--- config.mk ---
export PLATFORM = sky130hd
export DESIGN_NAME = shift_seq_ctrl
export DESIGN_NICKNAME = d
export VERILOG_FILES = /design/src/rtl/shift_seq_pkg.sv /design/src/rtl/shift_seq_ctrl.sv
export SDC_FILE = /design/constraint.sdc
export NUM_CORES = 1
export LEC_CHECK = 0
export CAP_MARGIN = 25
export CORE_UTILIZATION = 31
export CTS_CLUSTER_DIAMETER = 60
export CTS_CLUSTER_SIZE = 14
export DETAILED_ROUTE_END_ITERATION = 12
export DONT_BUFFER_PORTS = 1
export PLACE_DENSITY = 0.51
export SETUP_SLACK_MARGIN = 0.05
export SYNTH_ARGS = -nofsm -noshare
export SYNTH_HDL_FRONTEND = slang
export SYNTH_SLANG_ARGS = --single-unit
--- constraint.sdc ---
create_clock -name clk -period 5.3 [get_ports clk]
set_input_delay 1.325 -clock clk [delete_from_list [all_inputs] [get_ports clk]]
set_output_delay 1.325 -clock clk [all_outputs]
set_load 0.05 [all_outputs]
--- src/rtl/shift_seq_pkg.sv ---
// Shared constants and state type for the multi-pass shift sequencer.
package shift_seq_pkg;

   localparam int DATA_W  = 4;
   localparam int SEL_MAX = 3;

   typedef enum logic [1:0] {
      IDLE = 2'd0,
      RUN  = 2'd1,
      DONE = 2'd2
   } seq_state_t;

   localparam logic DIR_LEFT  = 1'b0;
   localparam logic DIR_RIGHT = 1'b1;
   localparam logic OP_SHIFT  = 1'b0;
   localparam logic OP_ROTATE = 1'b1;

endpackage

--- src/rtl/shift_seq_ctrl.sv ---
// Multi-pass sequencer feeding an external 4-bit barrel shifter (max 3 positions/pass).
// Optional SHIFT_SEQ_SHORTCUT_EN reduces amounts at acceptance so at most one pass runs.
module shift_seq_ctrl
   import shift_seq_pkg::*;
#(
   parameter int AMT_W = 8
) (
   input  logic              clk,
   input  logic              rst_n,
   input  logic              in_valid,
   output logic              in_ready,
   input  logic [DATA_W-1:0] in_data,
   input  logic [AMT_W-1:0]  in_amt,
   input  logic              in_dir,
   input  logic              in_op,
   output logic              out_valid,
   input  logic              out_ready,
   output logic [DATA_W-1:0] out_data,
   output logic [DATA_W-1:0] bs_d_in,
   output logic [1:0]        bs_sel_in,
   output logic              bs_shift_dir,
   output logic              bs_operation,
   input  logic [DATA_W-1:0] bs_d_out
);

   seq_state_t        r_state;
   logic [DATA_W-1:0] r_acc;
   logic [AMT_W-1:0]  r_rem;
   logic              r_dir;
   logic              r_op;

   logic [1:0]        w_sel;
   logic [AMT_W-1:0]  w_rem_next;
   logic [AMT_W-1:0]  w_load_amt;
   logic [DATA_W-1:0] w_load_data;

   always_comb begin
      w_sel      = (r_rem > AMT_W'(SEL_MAX)) ? 2'(SEL_MAX) : r_rem[1:0];
      w_rem_next = r_rem - AMT_W'(w_sel);
   end

   always_comb begin
      w_load_amt  = in_amt;
      w_load_data = in_data;
`ifdef SHIFT_SEQ_SHORTCUT_EN
      // A 4-bit rotate repeats every 4; a logical shift of 4+ clears the word.
      if (in_op == OP_ROTATE) begin
         w_load_amt = AMT_W'(in_amt[1:0]);
      end else if (in_amt > AMT_W'(SEL_MAX)) begin
         w_load_amt  = '0;
         w_load_data = '0;
      end
`endif
   end

   always_ff @(posedge clk or negedge rst_n) begin
      if (!rst_n) begin
         r_state <= IDLE;
         r_acc   <= '0;
         r_rem   <= '0;
         r_dir   <= 1'b0;
         r_op    <= 1'b0;
      end else begin
         case (r_state)
            IDLE: begin
               if (in_valid) begin
                  r_acc   <= w_load_data;
                  r_rem   <= w_load_amt;
                  r_dir   <= in_dir;
                  r_op    <= in_op;
                  r_state <= (w_load_amt != '0) ? RUN : DONE;
               end
            end
            RUN: begin
               r_acc <= bs_d_out;
               r_rem <= w_rem_next;
               if (w_rem_next == '0) begin
                  r_state <= DONE;
               end
            end
            DONE: begin
               if (out_ready) begin
                  r_state <= IDLE;
               end
            end
            default: r_state <= IDLE;
         endcase
      end
   end

   assign in_ready     = (r_state == IDLE);
   assign out_valid    = (r_state == DONE);
   assign out_data     = r_acc;
   assign bs_d_in      = r_acc;
   assign bs_sel_in    = (r_state == RUN) ? w_sel : 2'd0;
   assign bs_shift_dir = r_dir;
   assign bs_operation = r_op;

endmodule

Yosys cells after proc, flatten, opt, wreduce, memory -nomap -nowiden
Index checks and enable logic that the tools add are counted.
{"block": "classes", "bitwise_logic": 0, "shifts": 0, "mux": 11, "n_reduce_logical": 7, "n_div": 0, "n_lt_le_gt_ge": 1, "eq_ne": 5, "add_sub_neg": 1, "mul": 0}
{"op": "8-bit case mux with 2 select lines", "count": 1}
{"op": "2-bit 2-to-1 mux", "count": 6}
{"op": "8-bit by 2-bit greater-than comparator with 1-bit output (second input constant)", "count": 1}
{"op": "8-bit logical NOT", "count": 1}
{"op": "8-bit 2-to-1 mux", "count": 1}
{"op": "4-bit case mux with 2 select lines", "count": 1}
{"op": "8-bit nonzero test", "count": 1}
{"op": "8-bit by 2-bit subtractor with 8-bit output", "count": 1}
{"op": "2-bit case mux with 3 select lines", "count": 1}
{"op": "4-bit 2-to-1 mux", "count": 1}
{"op": "2-bit != test (second input constant)", "count": 2}
{"op": "2-bit AND reduction", "count": 2}
{"op": "3-bit AND reduction", "count": 1}
{"op": "2-bit by 1-bit == test with 1-bit output (second input constant)", "count": 1}
{"op": "2-bit == test (second input constant)", "count": 1}
{"op": "2-bit logical NOT", "count": 1}
{"op": "2-bit by 1-bit != test with 1-bit output (second input constant)", "count": 1}
{"op": "2-bit nonzero test", "count": 1}
{"block": "totals", "latch_bits": 0, "out_inout_bits": 14, "mem_bits_rw": 0, "reg_bits": 16, "rom_bits": 0, "n_memories": 0}

Logic depth before layout (Yosys ltp)
Gate-level depths: netlist (run 1).
{"block": "logic_depth", "word_depth": 6, "ltp_mapped": 11}

Least setup slack after synthesis (run 1)
OpenSTA, ideal clock, no wires.
{"block": "synth_path", "kind": "register to output", "startpoint": "register r_state[0]", "endpoint": "output port bs_sel_in[0]", "stages_incl_launch_ff": 4, "t_arrival_ps": 1442, "path_slack_ps": 2533, "n_path_buf": 1, "cell_sequence": "dfrtp_1 clkbuf_1 nand2_1 nor2_1"}
{"block": "synth_via", "elab_chain_len": 2}
{"item": "from (decl)", "line": "shift_seq_ctrl.sv:26", "source": "seq_state_t r_state;"}
{"item": "from (signal assigned)", "line": "shift_seq_ctrl.sv:71", "source": "r_state <= (w_load_amt != '0) ? RUN : DONE;"}
{"item": "2-bit by 1-bit == test with 1-bit output", "line": "shift_seq_ctrl.sv:95", "source": "assign bs_sel_in = (r_state == RUN) ? w_sel : 2'd0;"}
{"item": "2-bit 2-to-1 mux", "line": "shift_seq_ctrl.sv:95"}
{"item": "to (decl)", "line": "shift_seq_ctrl.sv:20", "source": "output logic [1:0] bs_sel_in,"}
No other way between the ends.

Worst setup path after layout (run 1)
Ends and elaborated chain as after synthesis.

==> results of run 1 <==
==> worst reg2reg max path, cell delays in order, from the launching register on <==
cell and delay [ns]:
dfrtp_1 0.48, nor4_4 0.42, nand2_1 0.17, nand2b_1 0.12, ha_1 0.38, nor3b_1 0.23, o21ai_0 0.11, o21ai_0 0.11
nand4_1 0.16, a21o_1 0.23
==> per-layer routing <==
metal,part of all wire [%],routed length (um)
met5,0,0
met2,47,1300
met3,7.0,192
met1,45,1250
met4,0.33,9
==> registers in the layout, indices dropped and copies added (netlist names) <==
register	count
r_state	2
bs_d_in	4
bs_shift_dir	1
r_rem	8
bs_operation	1
==> synthesized netlist by cell type <==
cell type  count  area, um2
mux2i_1        1       10.0
or4_1          2       15.0
nor4_4         1       21.3
nand2_1        3       11.3
nand3_1        1       5.00
ha_1           1       12.5
buf_1          1       3.75
dfrtp_1       16        400
o22ai_1        7       43.8
a221oi_1       1       8.76
o31ai_1        1       7.51
nand4_1        1       6.26
inv_1          4       15.0
clkbuf_1       6       22.5
nand2_2        1       6.26
nor2_1        13       48.8
a22oi_1       11       82.6
or3_4          1       11.3
nor2b_1        1       6.26
a221oi_2       1       15.0
o21ai_0       10       50.1
a21oi_1       11       55.1
and3b_1        1       8.76
buf_4          4       30.0
nor3_2         1       10.0
a21o_1         2       15.0
a2bb2oi_1      1       8.76
nand2b_1       4       25.0
mux2_2         2       22.5
o311a_1        1       10.0
nor3_1         2       10.0
o22a_1         4       35.0
a211oi_1       1       7.51
nor3b_1        1       7.51
==> kinds of logic (layout without fill, tap and decap cells) <==
logic type      count (synthesis)  count (layout)  share of synthesized area, %
compound gates                 51              51                          32.3
fa+ha+maj                       1               1                          1.19
buf+inv                        15               8                          6.80
flops                          16              16                          38.2
mux                             3               3                          3.10
simple gates                   33              33                          18.4
==> stage by stage <==
step	total power [uW]	area, um2	setup slack (ns)
floorplan	579	1050	2.53
global placement	619	1050	2.34
finish	709	1080	1.96
detailed placement	623	1050	2.29
global route	756	1080	1.85
CTS	711	1080	1.96
==> area by class of cell <==
class	instances	area share, %
tap	44	5.08
clock buffer	4	3.35
sequential	16	37.0
multi-input combinational	88	53.2
inverter	4	1.39
==> final timing paths <==
path,startpoint,end,slack (ns),cells past startpoint
min reg2reg,r_rem[7],r_rem[7],0.62,2
min,r_rem[7],r_rem[7],0.62,2
max in group asynchronous,rst_n,bs_d_in[3],4.50,0
max,r_state[0],bs_sel_in[0],1.96,2
max reg2reg,r_rem[4],r_state[0],2.78,9
min in group asynchronous,rst_n,r_rem[0],0.70,0
==> power by group <==
part	switching (uW)	total [uW]	internal, uW
combinational	149	262	113
sequential	191	362	171
clock	42.9	84.8	41.9
==> metrics.md, run 1 <==
| Metric | Value |
|---|---|
| CTS Buffer Depth | `2` |
| Area grow syn2layout | `3.34%` |
| Ports | `36` |
| CP max-delay cell | `dfrtp_1` |
| Post-synthesis cell type count | `34` |
| CP bufs+invs | `0` |
| Met3 Usage GRT | `6.06%` |
| Commonest non-fill, non-tap cell in the layout | `dfrtp_1` |
| Die height | `60.2 um` |
| DRC viols | `0` |
| Clk root buf | `clkbuf_4` |
| Commonest cells after routing, fill and taps aside | `dfrtp_1, nor2_1, a21oi_1, a22oi_1, o21ai_0` |
| PwrDens | `654 nW/um2` |
| MaxCap Viol Count | `0` |
| Seq cells post-synth | `16` |
| Multi-input gate area | `577 um2` |
| Setup_tns | `0 ns` |
| Required time worst endpoint | `3.97 ns` |
| Slew Limit Fails | `0` |
| Critical path class | `reg2out` |
| Crit path time final | `3.34 ns` |
| Post-Syn Nets | `142` |
| Leakage | `0.000414 uW` |
| Hold Slack | `0.625 ns` |
| CTS resizes | `0` |
| Drt via density | `5.71` |
| Vias in the first global route | `875` |
| Std cell rows | `20` |
| Ys Warns | `0` |
| CP Launch Type | `flip-flop` |
| RSZ-0062 raised after global routing | `false` |
| Final ANT Viol Nets | `0` |
| DRT Pass-1 Iters | `4` |
| Total Wirelength | `2750 um` |
| Starting DRT DRC Count | `42` |
| Final HPWL DP | `2050 um` |
| Post-route insts no fill | `156` |
| Worst Skew | `0.0174 ns` |
| Final hold vios | `0` |
| Gate count of the mapped netlist | `119` |
| Pin count of the biggest net entering global routing | `24` |
| CTS tree | `yes` |
| CP Capture Type | `primary output` |
| GR Overflow Total | `0` |
| Num CTS Buffers | `3` |
| Met2 Use GR | `25.6%` |
| Drt wl/cell | `17.6 um` |
| Syn Area/Cell | `8.81 um2` |
| Clock transition at the registers of the reported paths | `0.11 ns` |
| Relative slew slack | `37.5%` |
| Seq/Total Area, Yosys | `38.2%` |
| Critical Path AT | `2.02 ns` |
| N_diodes | `0` |
| Die area | `3620 um2` |
| Worst vdd ir | `0.271 mV` |
| Status | `finished, final reports clean` |
| Clk Latency, worst-skew pair | `0.30 ns` |
| Hold-fix buffers, CTS | `0` |
| Synth Cell Area | `1050 um2` |
| Core area | `3130 um2` |
| Fmax | `299 MHz` |
| Die Wd | `60.2 um` |
| Clk sinks | `16` |
| Sequential Area | `400 um2` |
| Worst slew pin tran | `0.938 ns` |
| Nets | `136` |
| I/O Buffers | `0` |
| Worst Hold Class | `reg2reg` |
| Crit-path cells | `nand2_1, nor2_1` |
| Final core occ | `34.6%` |
| Fin crit share | `63.1%` |
| Initial antenna violation count | `0` |
| First-pass GRT wire length | `4310 um` |
| Fillcell total | `326` |
| Setup Buffers After CTS | `0` |
| Via count | `891` |
| Starting Density | `33.5%` |
| Placed insts | `152` |
| Gpl congestion | `0.834` |
| Global-route total usage across every layer | `16.4%` |
| Cell family with most CP delay | `simple AND/OR/NAND/NOR gates` |
| Met1 Use GR | `21.7%` |
| Final number of setup-violating endpoints | `0` |
| H-Tree Depth | `1` |
| Worst Path Max Fanout | `23` |
| GR peak layer | `met2` |
| CP peak stage delay | `0.77 ns` |
| Layout cell share with drive strength beyond 1 | `9.82%` |
Note: power is estimated with default switching activity, not from simulation.
==> run 2, diff against run 1 <==
==> constraint.sdc (replaced) <==
create_clock -name clk -period 3.3 [get_ports clk]
set_input_delay 0.825 -clock clk [delete_from_list [all_inputs] [get_ports clk]]
set_output_delay 0.825 -clock clk [all_outputs]
set_load 0.05 [all_outputs]
==> run 2 against run 1 <==
Clock skew shrank 0.010 ns. Die area is the same. Utilization grew 0.96 points. Sequential power grew 60%. Worst hold slack lost 0.42 ns. Final area grew 2.8%. First-iteration DRC count grew 7.1%. Global-route usage shrank 0.17 points. Sequential share of layout area shrank 1.0 points. Routed wire length grew 0.40%. Register-to-register slack lost 1.8 ns. Critical path type unchanged. Critical endpoint unchanged. Largest power group unchanged. Highest routed layer unchanged.
==> metrics.md, run 2 (synthesis gave the netlist of run 1 again) <==
| Metric | Value |
|---|---|
| Status | `finished, final reports clean` |
| Layout cell share with drive strength beyond 1 | `12.9%` |
| Max FFs per register | `8` |
| DRT Pass-1 Iters | `4` |
| Initial antenna violation count | `0` |
| Starting DRT DRC Count | `45` |
| Starting Density | `33.5%` |
| Drt wl/cell | `17.3 um` |
| Final ANT Viol Nets | `0` |
| Setup_tns | `0 ns` |
| GR Overflow Total | `0` |
| Required time worst endpoint | `2.47 ns` |
| Hold-fix buffers, CTS | `0` |
| Worst Skew | `0.00718 ns` |
| Crit-path cells | `inv_1, nand2_1, nor2_1, buf_4` |
| Seq pwr share | `50.4%` |
| Num CTS Buffers | `3` |
| WL met3 | `229 um` |
| Relative slew slack | `37.5%` |
| Pint | `542 uW` |
| CP Launch Type | `flip-flop` |
| RSZ-0062 raised after global routing | `false` |
| Critical Path AT | `1.72 ns` |
| CTS resizes | `0` |
| Ports | `36` |
| Final Power | `1150 uW` |
| CP Capture Type | `primary output` |
| Die area | `3620 um2` |
| Hold Slack | `0.209 ns` |
| CP max-delay cell | `dfrtp_1` |
| H-Tree Depth | `1` |
| Gpl congestion | `0.906` |
| Clock transition at the registers of the reported paths | `0.10 ns` |
| Wl on met1 | `1220 um` |
| Total Wirelength | `2760 um` |
| Fmax | `393 MHz` |
| Die Wd | `60.2 um` |
| Die height | `60.2 um` |
| Worst setup path startpoint | `r_state[1]` |
| Core area | `3130 um2` |
| Area grow syn2layout | `6.21%` |
| Switching Fraction | `53.0%` |
| Crit path time final | `2.55 ns` |
| Clk sinks | `16` |
| I/O Buffers | `0` |
| Pin count of the biggest net entering global routing | `24` |
| PwrDens | `1030 nW/um2` |
| CTS tree | `yes` |
| Post-route insts no fill | `160` |
| Global-route total usage across every layer | `16.2%` |
| Final number of setup-violating endpoints | `0` |
| Reg with most FFs | `r_rem` |
| Drt via density | `5.78` |
| Top layer in use | `met4` |
| Clk root buf | `clkbuf_4` |
| Nets | `140` |
| Worst Path Max Fanout | `15` |
| R2R Path Start | `r_rem[5]` |
| Worst vdd ir | `0.451 mV` |
| Clock Power Share | `11.6%` |
| Commonest cells after routing, fill and taps aside | `dfrtp_1, nor2_1, a21oi_1, a22oi_1, o21ai_0` |
| Placed insts | `156` |
| Critical path class | `reg2out` |
| Final hold vios | `0` |
| Worst Hold Class | `in2async` |
| Leakage | `0.000433 uW` |
| Sw Pwr | `610 uW` |
| CP peak stage delay | `0.56 ns` |
| Final HPWL DP | `1980 um` |
| WL met2 | `1280 um` |
| N_diodes | `0` |
| Std cell rows | `20` |
| CTS Buffer Depth | `2` |
| Via count | `925` |
| Clk Latency, worst-skew pair | `0.29 ns` |
| Vias in the first global route | `832` |
| Worst slew pin tran | `0.937 ns` |
| Slew Limit Fails | `0` |
| Fin crit share | `77.2%` |
| First-pass GRT wire length | `4240 um` |
| Combinational fraction of design power | `38.1%` |
| DRC viols | `0` |
| Commonest non-fill, non-tap cell in the layout | `dfrtp_1` |
| Setup Buffers After CTS | `0` |
| MaxCap Viol Count | `0` |
run 2: final cells by class:
class | instances | area (um2)
Tap cell | 44 | 55.1
Clock buffer | 4 | 36.3
Timing Repair Buffer | 4 | 30.0
Sequential cell | 16 | 400
Fill cell | 324 | 2010
Multi-Input combinational cell | 88 | 577
Inverter | 4 | 15.0
run 2: path summary, 6_finish.rpt:
check                               end  slack, ns  cells after the start
max                        bs_sel_in[0]       0.75                      4
min                            r_rem[0]       0.21                      0
max reg2reg                  r_state[0]       0.96                      9
min reg2reg                    r_rem[7]       0.63                      2
max in group asynchronous  bs_shift_dir       3.01                      0
min in group clk               r_rem[7]       0.63                      2
run 2: layer usage:
layer  vias to the layer above  track usage [%]
met5                         -                0
met4                         0             4.98
met3                         4             6.49
met2                        28             22.8
met1                       451             22.5
li1                        442                -
run 2: power by group through the flow:
stage,registers [uW],clock network [uW],logic [uW]
after floorplan,460,0,470
after detailed placement,580,0,436
after CTS,576,140,438
after global placement,578,0,433
after global routing,598,147,483
final,580,133,438
run 2: through the flow:
| step | util [%] | cell area (um2) | setup slack (ns) |
|---|---|---|---|
| after global routing | 35.6 | 1110 | 0.623 |
| final | 35.6 | 1110 | 0.752 |
| after global placement | 34.4 | 1080 | 1.05 |
| after floorplan | - | 1050 | 1.03 |
| after CTS | 35.6 | 1110 | 0.743 |
| after detailed placement | 34.4 | 1080 | 0.996 |
run 2: critical path: cells and delay by family (launching register included):
family / cells / cell delay (ns)
flops: 1 / 0.56
simple gates: 2 / 0.33
buf+inv: 2 / 0.53
